## config.mk

```make
export PLATFORM = sky130hd
export DESIGN_NAME = id_hazard_ctrl
export DESIGN_NICKNAME = d
export VERILOG_FILES = /design/src/rtl/defs_pkg.sv /design/src/rtl/hazard_scoreboard.sv /design/src/rtl/id_hazard_ctrl.sv
export SDC_FILE = /design/constraint.sdc
export NUM_CORES = 1
export LEC_CHECK = 0
export ABC_AREA = 1
export CORE_MARGIN = 2
export CORE_UTILIZATION = 40
export CTS_BUF_LIST = sky130_fd_sc_hd__clkbuf_4
export CTS_CLUSTER_DIAMETER = 120
export CTS_CLUSTER_SIZE = 12
export DETAILED_ROUTE_END_ITERATION = 12
export GPL_TIMING_DRIVEN = 0
export REMOVE_ABC_BUFFERS = 1
export SLEW_MARGIN = 20
export SYNTH_ARGS = -nofsm -noshare
export SYNTH_HDL_FRONTEND = slang
export SYNTH_SLANG_ARGS = --single-unit
```

## constraint.sdc

```tcl
create_clock -name clk_i -period 4.25 [get_ports clk_i]
set_input_delay 0.425 -clock clk_i [delete_from_list [all_inputs] [get_ports clk_i]]
set_output_delay 0.425 -clock clk_i [all_outputs]
set_load 0.05 [all_outputs]
```

## src/rtl/defs_pkg.sv

```systemverilog
// rtl/defs_pkg.sv - decode, scoreboard and hazard-control types shared by the ID stage
package defs;

  typedef logic [4:0] reg_addr_t;

  typedef enum logic [6:0] {
    LOAD           = 7'h03,
    ARITHMETIC_IMM = 7'h13,
    AUIPC          = 7'h17,
    STORE          = 7'h23,
    ARITHMETIC_REG = 7'h33,
    LUI            = 7'h37,
    BRANCH         = 7'h63,
    JALR           = 7'h67,
    JAL            = 7'h6f
  } opcode_t;

  typedef enum logic [1:0] {
    FWD_REG   = 2'd0,
    FWD_EXMEM = 2'd1,
    FWD_MEMWB = 2'd2
  } fwd_sel_t;

  typedef enum logic [1:0] {
    CS_RUN   = 2'd0,
    CS_STALL = 2'd1,
    CS_FLUSH = 2'd2,
    CS_HOLD  = 2'd3
  } ctrl_state_t;

  typedef struct packed {
    logic      valid;
    reg_addr_t rd;
    logic      is_load;
  } sb_entry_t;

  // Opcodes outside the table read no sources and write no destination.
  function automatic logic writes_rd(opcode_t op);
    case (op)
      LOAD, ARITHMETIC_IMM, ARITHMETIC_REG, JAL, JALR, AUIPC, LUI: writes_rd = 1'b1;
      default: writes_rd = 1'b0;
    endcase
  endfunction

  function automatic logic uses_rs1(opcode_t op);
    case (op)
      LOAD, STORE, BRANCH, JALR, ARITHMETIC_IMM, ARITHMETIC_REG: uses_rs1 = 1'b1;
      default: uses_rs1 = 1'b0;
    endcase
  endfunction

  function automatic logic uses_rs2(opcode_t op);
    case (op)
      STORE, ARITHMETIC_REG, BRANCH: uses_rs2 = 1'b1;
      default: uses_rs2 = 1'b0;
    endcase
  endfunction

endpackage

```

## src/rtl/hazard_scoreboard.sv

```systemverilog
// rtl/hazard_scoreboard.sv - EX/MEM/WB destination scoreboard, RAW match and forward selects
// Build option FORWARD_EN: load-use-only stalls plus registered EX operand forwarding.
module hazard_scoreboard
  import defs::*;
(
  input  logic      clk,
  input  logic      rst,
  input  logic      advance,
  input  logic      issue,
  input  opcode_t   op,
  input  reg_addr_t rd,
  input  reg_addr_t rs1,
  input  reg_addr_t rs2,
  output logic      raw_stall,
  output fwd_sel_t  fwd_rs1,
  output fwd_sel_t  fwd_rs2
);

  sb_entry_t ex_q, mem_q, wb_q, ex_d;
  logic      use1, use2;
  logic      ex_m1, ex_m2, mem_m1, mem_m2;
  logic      unused_sb;

  always_comb begin
    use1   = uses_rs1(op);
    use2   = uses_rs2(op);
    ex_m1  = ex_q.valid && use1 && (ex_q.rd == rs1);
    ex_m2  = ex_q.valid && use2 && (ex_q.rd == rs2);
    mem_m1 = mem_q.valid && use1 && (mem_q.rd == rs1);
    mem_m2 = mem_q.valid && use2 && (mem_q.rd == rs2);
    ex_d   = '0;
    if (issue) begin
      ex_d.valid   = writes_rd(op) && (rd != '0);
      ex_d.rd      = rd;
      ex_d.is_load = (op == LOAD);
    end
  end

  always_ff @(posedge clk or posedge rst) begin
    if (rst) begin
      ex_q  <= '0;
      mem_q <= '0;
      wb_q  <= '0;
    end else if (advance) begin
      wb_q  <= mem_q;
      mem_q <= ex_q;
      ex_q  <= ex_d;
    end
  end

  // The register file writes through, so the WB slot never feeds a decision.
  assign unused_sb = ^{wb_q, mem_q.is_load, ex_q.is_load};

`ifdef FORWARD_EN
  function automatic fwd_sel_t pick(logic ex_hit, logic ex_load, logic mem_hit);
    if (ex_hit && !ex_load) pick = FWD_EXMEM;
    else if (mem_hit)       pick = FWD_MEMWB;
    else                    pick = FWD_REG;
  endfunction

  assign raw_stall = ex_q.is_load && (ex_m1 || ex_m2);

  always_ff @(posedge clk or posedge rst) begin
    if (rst) begin
      fwd_rs1 <= FWD_REG;
      fwd_rs2 <= FWD_REG;
    end else if (advance) begin
      fwd_rs1 <= issue ? pick(ex_m1, ex_q.is_load, mem_m1) : FWD_REG;
      fwd_rs2 <= issue ? pick(ex_m2, ex_q.is_load, mem_m2) : FWD_REG;
    end
  end
`else
  assign raw_stall = ex_m1 || ex_m2 || mem_m1 || mem_m2;
  assign fwd_rs1   = FWD_REG;
  assign fwd_rs2   = FWD_REG;
`endif

endmodule

```

## src/rtl/id_hazard_ctrl.sv

```systemverilog
// rtl/id_hazard_ctrl.sv - decode-stage hazard controller: stall/flush/hold priority and counters
// Build option FORWARD_EN selects the forwarding scoreboard variant.
module id_hazard_ctrl
  import defs::*;
#(
  parameter int CNT_W = 32
) (
  input  logic             clk_i,
  input  logic             rst_i,
  input  logic             id_valid_i,
  input  opcode_t          op_i,
  input  reg_addr_t        rd_i,
  input  reg_addr_t        rs1_i,
  input  reg_addr_t        rs2_i,
  input  logic             redirect_i,
  input  logic             hold_i,
  output logic             pc_en_o,
  output logic             ifid_en_o,
  output logic             ifid_flush_o,
  output logic             idex_bubble_o,
  output logic             pipe_en_o,
  output fwd_sel_t         fwd_rs1_o,
  output fwd_sel_t         fwd_rs2_o,
  output ctrl_state_t      ctrl_state_o,
  output logic [CNT_W-1:0] stall_cnt_o,
  output logic [CNT_W-1:0] flush_cnt_o,
  output logic [CNT_W-1:0] hold_cnt_o
);

  ctrl_state_t state_q, state_d;
  logic        sb_raw, raw_stall, issue;

  hazard_scoreboard u_sb (
    .clk      (clk_i),
    .rst      (rst_i),
    .advance  (pipe_en_o),
    .issue    (issue),
    .op       (op_i),
    .rd       (rd_i),
    .rs1      (rs1_i),
    .rs2      (rs2_i),
    .raw_stall(sb_raw),
    .fwd_rs1  (fwd_rs1_o),
    .fwd_rs2  (fwd_rs2_o)
  );

  // Decoded fields of an empty IF/ID slot are meaningless, so they never stall.
  assign raw_stall = id_valid_i && sb_raw;
  assign issue     = id_valid_i && (state_d == CS_RUN);
  assign pipe_en_o = !hold_i;

  always_comb begin
    state_d = CS_RUN;
    if (hold_i)          state_d = CS_HOLD;
    else if (redirect_i) state_d = CS_FLUSH;
    else if (raw_stall)  state_d = CS_STALL;
  end

  always_ff @(posedge clk_i or posedge rst_i) begin
    if (rst_i) state_q <= CS_RUN;
    else       state_q <= state_d;
  end

  always_comb begin
    pc_en_o       = 1'b1;
    ifid_en_o     = 1'b1;
    ifid_flush_o  = 1'b0;
    idex_bubble_o = 1'b0;
    case (state_d)
      CS_HOLD: begin
        pc_en_o   = 1'b0;
        ifid_en_o = 1'b0;
      end
      CS_FLUSH: begin
        ifid_flush_o  = 1'b1;
        idex_bubble_o = 1'b1;
      end
      CS_STALL: begin
        pc_en_o       = 1'b0;
        ifid_en_o     = 1'b0;
        idex_bubble_o = 1'b1;
      end
      default: ;
    endcase
  end

  assign ctrl_state_o = state_q;

  always_ff @(posedge clk_i or posedge rst_i) begin
    if (rst_i) begin
      stall_cnt_o <= '0;
      flush_cnt_o <= '0;
      hold_cnt_o  <= '0;
    end else begin
      if (state_d == CS_STALL && stall_cnt_o != '1) stall_cnt_o <= stall_cnt_o + CNT_W'(1);
      if (state_d == CS_FLUSH && flush_cnt_o != '1) flush_cnt_o <= flush_cnt_o + CNT_W'(1);
      if (state_d == CS_HOLD && hold_cnt_o != '1)   hold_cnt_o  <= hold_cnt_o + CNT_W'(1);
    end
  end

endmodule

```

# Word-level counts from Yosys, hierarchy flattened
# Cells that the tools add are included.
dict set report word_totals {
  register_bits 110
  latch_bits 0
  ramBits 0
  rom_bits 0
  inputBits 27
  out_inout_bits 107
  word_cells 66
  memories 0
}
dict set report op_classes {
  add_sub_neg 3
  mul 0
  div 0
  magnitude_cmp 0
  n_eq_ne 19
  shift 0
  muxes 11
  n_bitwise 0
  n_reduce_logical 25
}
# op n
set op_table {}
lappend op_table {{$add 32x1->32 const B} 3}
lappend op_table {{$ne 32x32->1 const B} 3}
lappend op_table {{$eq 7x6->1 const B} 3}
lappend op_table {{$eq 7x7->1 const B} 3}
lappend op_table {{$eq 5x5->1} 4}
lappend op_table {{$eq 7x5->1 const B} 2}
lappend op_table {{$logic_and 1x1->1} 14}
lappend op_table {{$mux 1} 8}
lappend op_table {{$eq 7x2->1 const B} 1}
lappend op_table {{$mux 7} 1}
lappend op_table {{$reduce_or 7->1} 1}
lappend op_table {{$reduce_or 6->1} 1}
lappend op_table {{$reduce_bool 5->1} 1}
lappend op_table {{$eq 2x2->1 const B} 2}
lappend op_table {{$mux 2} 2}
lappend op_table {{$reduce_or 2->1} 2}
lappend op_table {{$logic_or 1x1->1} 3}
lappend op_table {{$reduce_or 3->1} 1}
lappend op_table {{$eq 2x1->1 const B} 1}
lappend op_table {{$logic_not 2->1} 1}
lappend op_table {{$logic_not 1->1} 1}

# Depth between registers and ports, before layout
# Gate-level depths: netlist of the first run.
dict set report logic_depth {
  word_depth 17
  mapped_depth 12
  depth_no_buf 11
}

# By module
# Synthesis of the first run repeated with hierarchy kept, for this count alone.
dict set report hier_totals {
  hier_cells 1154
  area_unflattened_um2 7367.1
}
# mod instances cells_each area_per_inst_um2
set modules_own_cells {}
lappend modules_own_cells {id_hazard_ctrl 1 988 6429.9}
lappend modules_own_cells {hazard_scoreboard 1 166 937.1}

# Least setup slack after synthesis of the first run
# No wires, ideal clock.
dict set report synth_path {
  path_kind {input -> output}
  from {in op_i[1]}
  to {out pc_en_o}
  t_arrival_ns 1.766
  required_time_ns 3.825
  path_slack_ns 2.059
  stages 9
  path_cell_list {nand2_1 > or2_2 > a21oi_1 > nand2_1 > nand2_2 > inv_1 > o21ai_1 > inv_1 > buf_4}
}
dict set report synth_via {
  elab_chain_len 15
  word_cells_on_any_way 29
  classes_between {eq/ne: 8; mux: 6; reduce/logical: 15}
}
# element line_no
set synth_lines {}
lappend synth_lines {{start: declaration} id_hazard_ctrl.sv:11} ;# input opcode_t op_i,
lappend synth_lines {{$eq 7x6->1 (tied with other cells)} {defs_pkg.sv:46, defs_pkg.sv:53}}
lappend synth_lines {{$reduce_or 6->1 / $reduce_or 3->1 (equally long branches)} {defs_pkg.sv:46, defs_pkg.sv:53}}
lappend synth_lines {{$mux 1, on equally long branches} {defs_pkg.sv:46, defs_pkg.sv:53}}
lappend synth_lines {{$logic_and 1x1->1, on equally long branches (2 in a row)} {hazard_scoreboard.sv:27, hazard_scoreboard.sv:28}}
lappend synth_lines {{$logic_or 1x1->1 (2 in a row)} hazard_scoreboard.sv:73} ;# assign raw_stall = ex_m1 || ex_m2 || mem_m1 || mem_m2;
lappend synth_lines {{$logic_or 1x1->1 (*)} hazard_scoreboard.sv:73}
lappend synth_lines {{$logic_and 1x1->1 (*)} id_hazard_ctrl.sv:48} ;# assign raw_stall = id_valid_i && sb_raw;
lappend synth_lines {{$mux 1 (*)} id_hazard_ctrl.sv:56} ;# else if (raw_stall) state_d = CS_STALL;
lappend synth_lines {{$mux 2 (*)} id_hazard_ctrl.sv:55} ;# else if (redirect_i) state_d = CS_FLUSH;
lappend synth_lines {{$mux 2 (*)} id_hazard_ctrl.sv:54} ;# if (hold_i) state_d = CS_HOLD;
lappend synth_lines {{named net state_d[0]} id_hazard_ctrl.sv:30} ;# ctrl_state_t state_q, state_d;
lappend synth_lines {{$eq 2x1->1 / $eq 2x2->1 (equally long branches)} n/a}
lappend synth_lines {{$reduce_or 2->1 (no source line) (*)} n/a}
lappend synth_lines {{$mux 1 (*)} n/a}
lappend synth_lines {{end: declaration} id_hazard_ctrl.sv:17} ;# output logic pc_en_o,
# The timed path passes the listed nets; every way through them passes the cells marked *.

# Worst setup path after layout of the first run
dict set report layout_path {
  from {in rs1_i[3]}
  to {out pc_en_o}
}
dict set report layout_via {
  elab_chain_len 12
  word_cells_on_any_way 15
  classes_between {eq/ne: 4; mux: 4; reduce/logical: 7}
}
# element line_no
set layout_lines {}
lappend layout_lines {{start: declaration} id_hazard_ctrl.sv:13} ;# input reg_addr_t rs1_i,
lappend layout_lines {{$eq 5x5->1} hazard_scoreboard.sv:27} ;# ex_m1 = ex_q.valid && use1 && (ex_q.rd == rs1);
lappend layout_lines {{$logic_and 1x1->1} hazard_scoreboard.sv:27}
lappend layout_lines {{$logic_or 1x1->1} hazard_scoreboard.sv:73}
lappend layout_lines {{$logic_or 1x1->1 (*) (2 in a row)} hazard_scoreboard.sv:73}
lappend layout_lines {{$logic_and 1x1->1 (*)} id_hazard_ctrl.sv:48}
lappend layout_lines {{$mux 1 (*)} id_hazard_ctrl.sv:56}
lappend layout_lines {{$mux 2 (*)} id_hazard_ctrl.sv:55}
lappend layout_lines {{$mux 2 (*)} id_hazard_ctrl.sv:54}
lappend layout_lines {{named net state_d[0]} id_hazard_ctrl.sv:30}
lappend layout_lines {{$eq 2x1->1 / $eq 2x2->1 (equally long branches)} id_hazard_ctrl.sv:69} ;# case (state_d)
lappend layout_lines {{$reduce_or 2->1 (no source line) (*)} n/a}
lappend layout_lines {{$mux 1 (*)} id_hazard_ctrl.sv:69}
# Marked as above.

==> metrics, run 1 <==
status complete, no violations; Worst path depth 13; CP max FO 35; Overflow after GRT 0; RSZ-0062 raised after global routing false; Post-Syn Instances 1046; Post-Syn Area per Cell 6.88 um^2; Post-Route WL 19000 um; postcts setup bufs 0; register area share after synthesis 38.3%; Period minus WS final 3830 ps; r2r startpoint stall_cnt_o[0]$_DFFE_PP0P_; Die Span X 138 um; worst min path class in2async; Rows 49; core box area 17800 um^2; critical path arrival 3400 ps; detailed placer's ending HPWL 14100 um; WHS 342 ps; Area Overhead vs Synth 22.2%; worst setup path start rs1_i[3]; io pins 134; CP delay by family, top buffers and inverters; period utilisation layout 90.0%; port bufs 129; GPL Wtd Cong 0.911; Die ar. 19100 um^2; starting density of the core 40.5%; WL/cell 13.6 um; final worst setup slack 423 ps; DRC errors left 0; via count 6751; Via density 4.83; clk_lat worst skew 500 ps; Nets 1193; Max Cap Viol 0; Hold Fails Final Rpt 0; Die H 138 um; max-slew headroom at the worst pin 32.3%; EDFF count, synth 0; Mapped Area 7190 um^2; initial antenna violation count 1; post-CTS sizing 0; Setup WS pre-CTS 396 ps; Final setup viols 0; Max clock buf depth 2; FMAX 261 MHz; slew of the pin with the lowest slew margin 1010 ps; number of global-route vias before repair 6343; worst reg-to-reg path cell count 9; setup tns final 0 ps; CP Launch Type primary input; most common cell after layout, fill and taps aside nand2_1; commonest cells after routing, fill and taps aside 434 x nand2_1, 129 x nor2_1, 129 x clkdlybuf4s50_1; post-route ant nets 0; Critical Path RT 3830 ps; CTS Buf Count 9; clk_skew 27.4 ps; Iter 0 DRT Violations 330; Unique masters post-synth 35; setup slack, reg-to-reg 1510 ps; reg-to-reg endpoint stall_cnt_o[16]$_DFFE_PP0P_; Slowest Stage Delay on Critical Path 710 ps; CP max-delay cell clkdlybuf4s50_1; final slew viol count 0; Pre-Repair DR Iteration Count 5; Worst Setup EP pc_en_o; Area after DPL 8650 um^2; maximum vdd drop 345 uV; Hold Buf Count CTS 0; Pwr Density 281 nW/um^2; critical path class in2out; Yosys Warn Count 0; H-tree Lvls 3; largest net degree at the start of global routing 64; All-Layer GR Usage 20.0%; ys flop type dfrtp_1; cell mode on critical path nand2_1; leakage 3.94 nW; Clock Pin Slew Worst Setup and Hold Paths 200 ps; Power Total 2.47 mW; register bit total from synthesis 110; crit end category primary output; CP bufs+invs 5; Finished Cell Area 8790 um^2; share of layout cells above drive strength 1 5.48%; CTS tree yes; CP Cell Sequence clkdlybuf4s50_1 -> inv_1 -> nand2_1 -> nand2_1 -> nor2_1 -> nand3_1 -> nand2_1 -> nand2_1 -> nand2_2 -> inv_1 -> o21ai_1 -> inv_1 -> clkdlybuf4s50_1; asr flop ratio synth 100%; global-route wire length before repair 31800 um; Root Driver clkbuf_4; Sink Count 110
-- worst register-to-register path: cells and delay by family (launching register included) --
family / cells / cell delay (ps)
AND/OR/NAND/NOR: 7 / 1710
buffers and inverters: 1 / 110
flip-flops: 1 / 510
adder cells (fa/ha/maj): 1 / 320
-- through the flow --
| step | cells | utilization (%) |
|---|---|---|
| 4_1_cts | 1397 | 49.4 |
| 5_1_grt | 1398 | 49.4 |
| 3_5_place_dp | 1381 | 48.7 |
| 3_3_place_gp | 1378 | 48.2 |
| 2_1_floorplan | 1020 | - |
| 6_report | 1398 | 49.4 |
-- metal layers --
layer	GRT usage, %	up-vias	part of all wire [%]
met2	32.9	123	47
met1	27.7	3099	49
li1	-	3513	-
met3	2.77	16	3.2
met5	0	-	0
met4	5.75	0	1.2
-- how the worst min path moves through the flow --
stage | start | to | slack, ps | cells past startpoint
floorplan | u_sb.ex_q[1]$_DFFE_PP0N_ | u_sb.ex_q[1]$_DFFE_PP0N_ | 460 | 2
global placement | u_sb.ex_q[3]$_DFFE_PP0N_ | u_sb.ex_q[3]$_DFFE_PP0N_ | 490 | 2
detailed placement | u_sb.ex_q[3]$_DFFE_PP0N_ | u_sb.ex_q[3]$_DFFE_PP0N_ | 500 | 2
CTS | rst_i | stall_cnt_o[0]$_DFFE_PP0P_ | 360 | 2
global route | rst_i | flush_cnt_o[28]$_DFFE_PP0P_ | 410 | 2
finish | rst_i | flush_cnt_o[28]$_DFFE_PP0P_ | 340 | 2
-- report_power, final --
group          internal (mW)  switching (mW)  total (mW)  leakage [nW]
Clock                  0.134           0.397       0.530        0.0670
Sequential              1.12           0.104        1.23          1.49
Combinational          0.232           0.481       0.714          2.39
-- flip-flops by register name, summed over array words and instances (netlist names) --
| register | count |
|---|---|
| ctrl_state_o | 2 |
| stall_cnt_o | 32 |
| flush_cnt_o | 32 |
| hold_cnt_o | 32 |
| u_sb.mem_q | 6 |
| u_sb.ex_q | 6 |
-- synth_stat cells, drive strengths merged (2+ instances only) --
library cell	count	area (um^2)
a21oi	2	10.0
buf	23	185
clkbuf	6	22.5
dfrtp	110	2750
ha	3	37.5
inv	83	312
nand2	443	1690
nand3	37	200
nand3b	15	113
nand4	48	300
nor2	153	662
nor3	23	125
nor3b	2	15.0
o21ai	23	115
xnor2	19	166
xor2	49	437
-- cell type report --
type / instances / area, um^2
fill: 1831 / 8990
multi-input combinational: 827 / 3940
sequential: 110 / 2750
timing repair buffer: 132 / 1350
inverter: 83 / 317
tap: 229 / 287
clock buffer: 9 / 67.6
clock inverter: 7 / 63.8
antenna: 1 / 2.50
-- cell families after synthesis --
| group | count (synthesis) | synth area share [%] |
|---|---|---|
| adders and majority gates | 3 | 0.522 |
| xor gates and xnor gates | 68 | 8.38 |
| DFF | 110 | 38.3 |
| AOI/OAI and AO/OA | 28 | 2.12 |
| buffers and inverters | 112 | 7.22 |
| other | 1 | 0.0521 |
| and+or+nand+nor | 724 | 43.4 |
(Power assumes the default switching activity.)
==> run 2, diff against run 1 <==
--- a/config.mk
+++ b/config.mk
@@ -6,6 +6,7 @@
 export NUM_CORES = 1
 export LEC_CHECK = 0
 export ABC_AREA = 1
+export CAP_MARGIN = 40
 export CORE_MARGIN = 2
 export CORE_UTILIZATION = 40
 export CTS_BUF_LIST = sky130_fd_sc_hd__clkbuf_4
@@ -18,3 +19,4 @@
 export SYNTH_ARGS = -nofsm -noshare
 export SYNTH_HDL_FRONTEND = slang
 export SYNTH_SLANG_ARGS = --single-unit
+export TNS_END_PERCENT = 1
==> metrics, run 2 (synthesis gave the netlist of run 1 again) <==
# fillers 1826; largest net degree at the start of global routing 64; reg-to-reg endpoint stall_cnt_o[16]$_DFFE_PP0P_; Die H 138 um; CP max FO 35; Iter 0 DRT Violations 316; Max Cap Viol 0; leakage 3.97 nW; CTS Buf Count 9; Die ar. 19100 um^2; period utilisation layout 89.1%; via count 6841; core box area 17800 um^2; Rows 49; clk_lat worst skew 490 ps; detailed placer's ending HPWL 14300 um; slew of the pin with the lowest slew margin 737 ps; Nets 1195; met2 WL 8970 um; CP Cell Sequence clkdlybuf4s50_1 -> inv_1 -> nand2_1 -> nand2_1 -> nor2_1 -> nand3_1 -> nand2_1 -> nand2_1 -> nand2_2 -> inv_1 -> o21ai_1 -> inv_1 -> clkdlybuf4s50_1; Hold Buf Count CTS 0; Placed Instances 1383; DRC errors left 0; Pwr Density 287 nW/um^2; clock share of power 23.2%; Comb pwr share 28.3%; Pre-Repair DR Iteration Count 5; commonest cells after routing, fill and taps aside 434 x nand2_1, 129 x nor2_1, 129 x clkdlybuf4s50_1; Sw Share 38.8%; WHS 376 ps; status complete, no violations; Slowest Stage Delay on Critical Path 710 ps; most common cell after layout, fill and taps aside nand2_1; critical path arrival 3360 ps; global-route wire length before repair 31800 um; CP max-delay cell clkdlybuf4s50_1; post-CTS sizing 0; CP Launch Type primary input; port bufs 129; final worst setup slack 462 ps; M1 wire length 9180 um; CTS tree yes; H-tree Lvls 3; initial antenna violation count 1; Setup WS pre-CTS 395 ps; Period minus WS final 3790 ps; RSZ-0062 raised after global routing false; Final setup viols 0; max-slew headroom at the worst pin 50.8%; Sink Count 110; fin cells 1400; final slew viol count 0; Hold Fails Final Rpt 0; share of layout cells above drive strength 1 5.64%; Die Span X 138 um; critical path class in2out; setup slack, reg-to-reg 1480 ps; post-route ant nets 0; maximum vdd drop 343 uV; postcts setup bufs 0; Overflow after GRT 0; worst min path class in2async; io pins 134; GPL Wtd Cong 0.911; max layer used met4; starting density of the core 40.5%; WL/cell 13.7 um; power share of the sequential group 48.5%; CP delay by family, top buffers and inverters; Cell Int Power 1.55 mW; Clock Pin Slew Worst Setup and Hold Paths 200 ps; P_sw 983 uW; CP bufs+invs 5; cell mode on critical path nand2_1; Post-Route WL 19200 um; clk_skew 28.5 ps; met3 WL 774 um; Area Overhead vs Synth 22.9%; Root Driver clkbuf_4; FMAX 264 MHz; number of global-route vias before repair 6383; largest registers flush_cnt_o x32, hold_cnt_o x32, stall_cnt_o x32; Critical Path RT 3830 ps; final core utilization 49.7%; Via density 4.89; worst reg-to-reg path cell count 9; r2r startpoint stall_cnt_o[0]$_DFFE_PP0P_; Max clock buf depth 2; setup tns final 0 ps; All-Layer GR Usage 20.0%; crit end category primary output
==> run 2: cell types whose count changed in the layout (fill, tap and decap cells not counted), sizes merged <==
cell      change
clkinv        +2
bufinv        +1
inv           -2
clkinvlp      -1
buf           +2
==> run 2: through the flow <==
step                      instance area (um^2)  power [mW]
after global placement                    8570        1.96
after global routing                      8840        2.66
after detailed placement                  8680        1.97
after CTS                                 8840        2.57
final                                     8840        2.53
after floorplan                           7000        1.71
==> run 2: cell type report <==
class	instances	area, um^2	share of cell area, %
Clock inverter	7	91.3	1.03
Tap cell	229	287	3.24
Clock buffer	9	67.6	0.764
Inverter	83	317	3.58
Timing Repair Buffer	134	1380	15.6
Sequential cell	110	2750	31.1
Antenna cell	1	2.50	0.0283
Multi-Input combinational cell	827	3940	44.6
==> run 2: how the worst max path moves through the flow <==
stage | startpoint | depth (start not counted) | slack, ps | to
after detailed placement | rs2_i[3] | 13 | 390 | pc_en_o
final | rs1_i[3] | 13 | 460 | pc_en_o
after CTS | u_sb.ex_q[2]$_DFFE_PP0N_ | 12 | 360 | pc_en_o
after global placement | hold_i | 5 | -1160 | stall_cnt_o[28]$_DFFE_PP0P_
after floorplan | rst_i | 1 | 920 | ctrl_state_o[0]$_DFF_PP0_
after global routing | u_sb.ex_q[2]$_DFFE_PP0N_ | 12 | 90 | ifid_en_o
==> run 2: power groups by stage <==
| stage | sequential, mW | clock, mW | combinational [mW] |
|---|---|---|---|
| 4_1_cts | 1.23 | 0.616 | 0.725 |
| 5_1_grt | 1.24 | 0.649 | 0.766 |
| 6_report | 1.23 | 0.589 | 0.717 |
| 3_5_place_dp | 1.25 | 0 | 0.723 |
| 3_3_place_gp | 1.25 | 0 | 0.707 |
| 2_1_floorplan | 1.48 | 0 | 0.225 |
==> run 2: per-layer routing <==
metal | vias to the layer above | GRT usage (%)
li1 | 3519 | -
met1 | 3163 | 27.6
met2 | 144 | 33.1
met3 | 15 | 2.74
met4 | 0 | 5.37
met5 | - | 0
